===== config.mk =====
export PLATFORM = sky130hd
export DESIGN_NAME = spw_link_sequencer
export DESIGN_NICKNAME = d
export VERILOG_FILES = /design/src/rtl/spw_link_sequencer.sv
export SDC_FILE = /design/constraint.sdc
export NUM_CORES = 1
export LEC_CHECK = 0
export CORE_MARGIN = 3
export CORE_UTILIZATION = 54
export CTS_CLUSTER_DIAMETER = 150
export CTS_CLUSTER_SIZE = 30
export DETAILED_ROUTE_END_ITERATION = 12
export GPL_TIMING_DRIVEN = 0
export PLACE_DENSITY = 0.82
export SLEW_MARGIN = 20
export SYNTH_ARGS = -nofsm -noshare
export SYNTH_HDL_FRONTEND = slang
export SYNTH_SLANG_ARGS = --single-unit
export TNS_END_PERCENT = 100

===== constraint.sdc =====
create_clock -name clk -period 4.9 [get_ports clk]
set_clock_uncertainty 0.1 [all_clocks]
set_input_delay 1.47 -clock clk [delete_from_list [all_inputs] [get_ports clk]]
set_output_delay 1.47 -clock clk [all_outputs]
set_load 0.005 [all_outputs]

===== src/rtl/spw_link_sequencer.sv =====
// spw_link_sequencer
//   Brings a SpaceWire codec link up and keeps it there. Enables the codec,
//   waits up to TIMEOUT cycles for the Run state, backs off for 8 cycles on a
//   timeout or link drop, then retries. After MAX_RETRY retries it parks in
//   FAILED until software clears EN.
//
// Ports
//   clk, reset          rising-edge clock, synchronous active-high reset
//   address, chipselect,
//   write_n, writedata  Avalon-MM slave (zero wait states)
//   readdata            combinational read data for 'address'
//   link_running        codec is in Run state
//   link_error          codec single-cycle error pulse
//   spw_cfg             codec config {link_disable, autostart, link_start}
//   irq                 level interrupt on FAILED
//
// Register map
//   0 CTRL      [0] EN, [1] AUTOSTART, [2] IRQ_EN
//   1 STATUS    [2:0] state, [3] link_running, [4] FAILED (write 1 clears),
//               [11:8] retry count
//   2 TIMEOUT   [TIMEOUT_W-1:0]
//   3 MAX_RETRY [3:0]
//
// Build option
//   SPW_SEQ_IRQ_EN  defined: IRQ_EN bit exists and irq = IRQ_EN & FAILED.
//                   undefined: irq tied low, CTRL[2] reads 0.

module spw_link_sequencer #(
  parameter int TIMEOUT_W = 16
) (
  input  logic        clk,
  input  logic        reset,
  input  logic [1:0]  address,
  input  logic        chipselect,
  input  logic        write_n,
  input  logic [31:0] writedata,
  output logic [31:0] readdata,
  input  logic        link_running,
  input  logic        link_error,
  output logic [2:0]  spw_cfg,
  output logic        irq
);

  typedef enum logic [2:0] {
    S_IDLE     = 3'd0,
    S_START    = 3'd1,
    S_WAIT_RUN = 3'd2,
    S_RUNNING  = 3'd3,
    S_BACKOFF  = 3'd4,
    S_FAILED   = 3'd5
  } state_t;

  state_t               state_q, state_d;
  logic                 en_q, en_d;
  logic                 auto_q, auto_d;
  logic                 failed_q, failed_d;
  logic [3:0]           retry_q, retry_d;
  logic [TIMEOUT_W-1:0] timer_q, timer_d;
  logic [TIMEOUT_W-1:0] timeout_q, timeout_d;
  logic [3:0]           max_retry_q, max_retry_d;
  logic [2:0]           bo_cnt_q, bo_cnt_d;
  logic [2:0]           spw_cfg_q, spw_cfg_d;
  logic                 irq_en;
  logic                 wr;
  logic                 unused_wd;

  assign unused_wd = ^writedata;
  assign wr        = chipselect & ~write_n;

`ifdef SPW_SEQ_IRQ_EN
  logic irq_en_q, irq_en_d;
  assign irq_en = irq_en_q;
  assign irq    = irq_en_q & failed_q;
`else
  assign irq_en = 1'b0;
  assign irq    = 1'b0;
`endif

  always_comb begin
    state_d     = state_q;
    en_d        = en_q;
    auto_d      = auto_q;
    failed_d    = failed_q;
    retry_d     = retry_q;
    timer_d     = timer_q;
    timeout_d   = timeout_q;
    max_retry_d = max_retry_q;
    bo_cnt_d    = bo_cnt_q;
`ifdef SPW_SEQ_IRQ_EN
    irq_en_d    = irq_en_q;
`endif

    // Register writes land next cycle; the FSM below only looks at *_q, so a
    // CTRL write racing a transition sees the old value.
    if (wr) begin
      case (address)
        2'd0: begin
          en_d   = writedata[0];
          auto_d = writedata[1];
`ifdef SPW_SEQ_IRQ_EN
          irq_en_d = writedata[2];
`endif
        end
        2'd1: if (writedata[4]) failed_d = 1'b0;
        2'd2: timeout_d   = writedata[TIMEOUT_W-1:0];
        default: max_retry_d = writedata[3:0];
      endcase
    end

    if (state_q != S_IDLE && !en_q) begin
      state_d = S_IDLE;
    end else begin
      case (state_q)
        S_IDLE: if (en_q) begin
          state_d = S_START;
          retry_d = 4'd0;
        end
        S_START: begin
          timer_d = timeout_q;
          state_d = S_WAIT_RUN;
        end
        S_WAIT_RUN: begin
          if (link_running) begin
            state_d = S_RUNNING;
            retry_d = 4'd0;
          end else if (timer_q == '0) begin
            state_d  = S_BACKOFF;
            bo_cnt_d = 3'd0;
          end else begin
            timer_d = timer_q - TIMEOUT_W'(1);
          end
        end
        S_RUNNING: if (link_error || !link_running) begin
          state_d  = S_BACKOFF;
          bo_cnt_d = 3'd0;
        end
        S_BACKOFF: begin
          if (bo_cnt_q == 3'd7) begin
            if (retry_q == max_retry_q) begin
              state_d = S_FAILED;
            end else begin
              retry_d = (retry_q == 4'hF) ? retry_q : retry_q + 4'd1;
              state_d = S_START;
            end
          end else begin
            bo_cnt_d = bo_cnt_q + 3'd1;
          end
        end
        S_FAILED: ;
        default: state_d = S_IDLE;
      endcase
    end

    // Entering FAILED outranks a same-cycle software clear.
    if (state_d == S_FAILED && state_q != S_FAILED) failed_d = 1'b1;

    // Output follows the current state one cycle later; link_start and
    // link_disable are mutually exclusive by construction.
    case (state_q)
      S_START, S_WAIT_RUN, S_RUNNING: spw_cfg_d = {1'b0, auto_q, 1'b1};
      default:                        spw_cfg_d = 3'b100;
    endcase
  end

  always_ff @(posedge clk) begin
    if (reset) begin
      state_q     <= S_IDLE;
      en_q        <= 1'b0;
      auto_q      <= 1'b0;
      failed_q    <= 1'b0;
      retry_q     <= 4'd0;
      timer_q     <= '0;
      timeout_q   <= '1;
      max_retry_q <= 4'd3;
      bo_cnt_q    <= 3'd0;
      spw_cfg_q   <= 3'b100;
`ifdef SPW_SEQ_IRQ_EN
      irq_en_q    <= 1'b0;
`endif
    end else begin
      state_q     <= state_d;
      en_q        <= en_d;
      auto_q      <= auto_d;
      failed_q    <= failed_d;
      retry_q     <= retry_d;
      timer_q     <= timer_d;
      timeout_q   <= timeout_d;
      max_retry_q <= max_retry_d;
      bo_cnt_q    <= bo_cnt_d;
      spw_cfg_q   <= spw_cfg_d;
`ifdef SPW_SEQ_IRQ_EN
      irq_en_q    <= irq_en_d;
`endif
    end
  end

  assign spw_cfg = spw_cfg_q;

  always_comb begin
    case (address)
      2'd0:    readdata = {29'd0, irq_en, auto_q, en_q};
      2'd1:    readdata = {20'd0, retry_q, 3'd0, failed_q, link_running, state_q};
      2'd2:    readdata = 32'(timeout_q);
      default: readdata = {28'd0, max_retry_q};
    endcase
  end

endmodule


==> impl_metrics.json, run 1 <==
{
  "status": "completed",
  "drtAntennaViolNets": 0,
  "yosys.area.top_type": "dfxtp_1",
  "drt-pass1-iter-count": 5,
  "hold_path.class": "flop to flop",
  "layout-drive-gt1-share": 0.1278,
  "drt_iter0_drc": 371,
  "fin_cells": 516,
  "start_kind": "primary input",
  "yosysWarnings": 0,
  "drv_cap": 0,
  "r2r_slack_ps": 2640,
  "cpMostUsedCell": "clkbuf_1",
  "grt_max_degree": 16,
  "setup_violations": 0,
  "hold_depth": 2,
  "die_w_um": 81.50,
  "r2r_cells": 8,
  "min_period_ps": 4724,
  "avgSynthCellArea_sq_um": 8.057,
  "ys_top_cells_by_count": "dfxtp_1, nand2_1, a21oi_1, nor2_1, buf_4",
  "first_global_vias": 2775,
  "netlist.area_leader.share": 0.3382,
  "yosysMostFrequentCell": "dfxtp_1",
  "synth-main-ff-cell": "dfxtp_1",
  "synthToLayoutAreaGrowth_pct": 20.81,
  "cts.clk_slew.worst_paths_ps": 100,
  "cts_hold_buf": 0,
  "relSlewSlack": 0.5649,
  "pre_cts_ws_ps": 223.5,
  "grt_pass1_wl_mm": 13.14,
  "ys_async_sr_fraction": 0,
  "die-area_sq_um": 6641,
  "path_cells": "clkbuf_1 > nor2b_1 > clkbuf_1 > a22o_1 > clkdlybuf4s50_1",
  "io_pins": 76,
  "io_buffers": 40,
  "hpwl_mm": 5.854,
  "drt_wl_total_mm": 7.972,
  "critPathMaxStageDelay_ps": 500,
  "synth.area.top_cells": "dfxtp_1, nand2_1, a21oi_1",
  "core-area_sq_um": 5303,
  "vias": 2953,
  "maxSlewViolCount": 0,
  "fin_ws_ps": 176.4,
  "dpl.cell_count": 508,
  "leakagePower_nw": 1.527,
  "vias_per_cell": 5.723,
  "rows": 26,
  "post_dp_cell_area_sq_um": 3626,
  "diodes": 0,
  "nets": 489,
  "synthCells": 382,
  "place_congestion": 0.9379,
  "rsz0062_at_grt": "no",
  "cts_tree": "done",
  "initial_core_util": 0.5805,
  "worstMarginPinSlew_ps": 652.7,
  "gr-usage-all-layers": 0.2537,
  "required_ps": 3330,
  "clock-sinks": 52,
  "max_freq_ghz": 0.2117,
  "hold_violations": 0,
  "ctsResizeCount": 0,
  "grt.overflow.total": 0,
  "wl_per_cell_um": 15.45,
  "clockBufferDepth": 2,
  "ir_worst_vdd_mv": 0.1456,
  "antenna_found_initial": 0,
  "clockRootBuffer": "clkbuf_8",
  "ys_types": 57,
  "fin_area_sq_um": 3719,
  "criticalPathCategory": "primary input to output pin",
  "tns_ps": 0,
  "cp.arrival_ps": 3150,
  "die_y_um": 81.50,
  "power.density_nw_per_um2": 220.9,
  "cts_buffers": 5,
  "synth-edff-count": 0,
  "power_w": 0.0008216,
  "yosysSeqAreaShare": 0.3382,
  "cp_max_fo": 10,
  "critPathCaptureType": "output pin",
  "drc_errors": 0,
  "synth-seq-cells": 52,
  "cts_setup_buffers": 0,
  "period_share": 0.9640,
  "htree_levels": 2,
  "insertion_delay_ps": 310,
  "slowest_stage": "clkdlybuf4s50_1",
  "netlist_area_sq_um": 3078
}
==> worst paths after layout <==
check	endpoint	start
max	readdata[4]	address[1]
min	bo_cnt_q[2]$_SDFFE_PP0P_	bo_cnt_q[2]$_SDFFE_PP0P_
max reg2reg	timer_q[7]$_SDFFE_PP0P_	timer_q[0]$_SDFFE_PP0P_
min reg2reg	bo_cnt_q[2]$_SDFFE_PP0P_	bo_cnt_q[2]$_SDFFE_PP0P_
==> per-layer routing <==
layer	GRT usage	wire length (um)	vias up
met3	0.05154	690	18
met2	0.3958	3683	153
met1	0.3456	3440	1347
met4	0.09459	159	0
li1	-	-	1435
met5	0	0	-
==> power breakdown <==
part | internal [W] | switching, W
sequential | 0.000430 | 0.00000826
combinational | 0.0000664 | 0.0000567
clock | 0.000113 | 0.000147
==> cell families (layout without fill, tap and decap cells) <==
family | Yosys count | after routing | synth area share
AO/OA/AOI/OAI | 87 | 87 | 0.1833
other | 1 | 17 | 0.001218
multiplexers | 9 | 9 | 0.03821
flip-flops | 52 | 52 | 0.3382
adder cells (fa/ha/maj) | 4 | 4 | 0.01626
AND/OR/NAND/NOR | 174 | 174 | 0.3167
XOR/XNOR | 5 | 5 | 0.01423
buffers and inverters | 50 | 98 | 0.09187
==> through the flow <==
step                  util  hold WS, ps
global placement    0.6838        359.6
detailed placement  0.6838        372.0
finish              0.7013        381.7
floorplan                -        347.2
CTS                 0.7013        385.3
global route        0.7013        403.1
==> layout by cell type (no fill, tap or decap), drive strengths merged, types with 3 or more instances in the layout <==
cell,synthesis,layout
dfxtp,52,52
nand2,49,49
clkdlybuf4s50,0,40
a21oi,33,33
nor2,31,31
buf,27,27
o21ai,23,23
clkbuf,14,20
nand3b,18,18
conb,1,17
nand2b,12,12
nor3,12,12
and2,9,9
inv,9,9
nand3,9,9
a22o,8,8
or2,7,7
nor4,7,7
mux2i,5,5
nand4,5,5
nor2b,4,4
a21o,4,4
a22oi,4,4
xnor2,4,4
ha,4,4
or3,3,3
a211o,3,3
==> layout make-up <==
class | instances | area [sq um]
clock buffer | 6 | 82.58
inverter | 9 | 33.78
timing repair buffer | 40 | 400.4
fill | 449 | 1584
buffer | 41 | 249.0
tap | 70 | 87.58
sequential | 52 | 1041
multi-input combinational | 296 | 1814
clock inverter | 2 | 10.01
==> sequential cells by signal, indices dropped and copies added, names as in the netlist <==
register / flops
en_q: 1
failed_q: 1
timer_q: 16
auto_q: 1
spw_cfg: 3
retry_q: 4
max_retry_q: 4
timeout_q: 16
state_q: 3
bo_cnt_q: 3
==> worst max-delay path, delay by kind of cell <==
| family | cells | cell delay, ps |
|---|---|---|
| buffers and inverters | 3 | 1130 |
| AND/OR/NAND/NOR | 1 | 340 |
| AO/OA/AOI/OAI | 1 | 210 |
Power figures use the tool's default switching activity.
==> inputs of run 2 (changes only) <==
Settings changed: CAP_MARGIN from default to 10.
==> results of run 2 <==
No change in the layout: final DEF, timing and power equal those of run 1.
==> inputs of run 3 (changes only) <==
--- a/config.mk
+++ b/config.mk
@@ -18,3 +18,3 @@
 export SYNTH_HDL_FRONTEND = slang
 export SYNTH_SLANG_ARGS = --single-unit
-export TNS_END_PERCENT = 100
+export TNS_END_PERCENT = 50
==> constraint.sdc (replaced) <==
create_clock -name clk -period 5.9 [get_ports clk]
set_clock_uncertainty 0.1 [all_clocks]
set_input_delay 1.77 -clock clk [delete_from_list [all_inputs] [get_ports clk]]
set_output_delay 1.77 -clock clk [all_outputs]
set_load 0.05 [all_outputs]
==> results of run 3 <==
The final DEF is identical to that of run 1. Status: completed.
Among the figures that moved: setup slack after placement 223.5 ps -> 321.0 ps; setup slack after layout 176.4 ps -> 273.6 ps; register-to-register setup slack 2640 ps -> 3640 ps; total power 0.0008216 W -> 0.0007284 W; worst IR drop on VDD 0.1456 mV -> 0.1210 mV
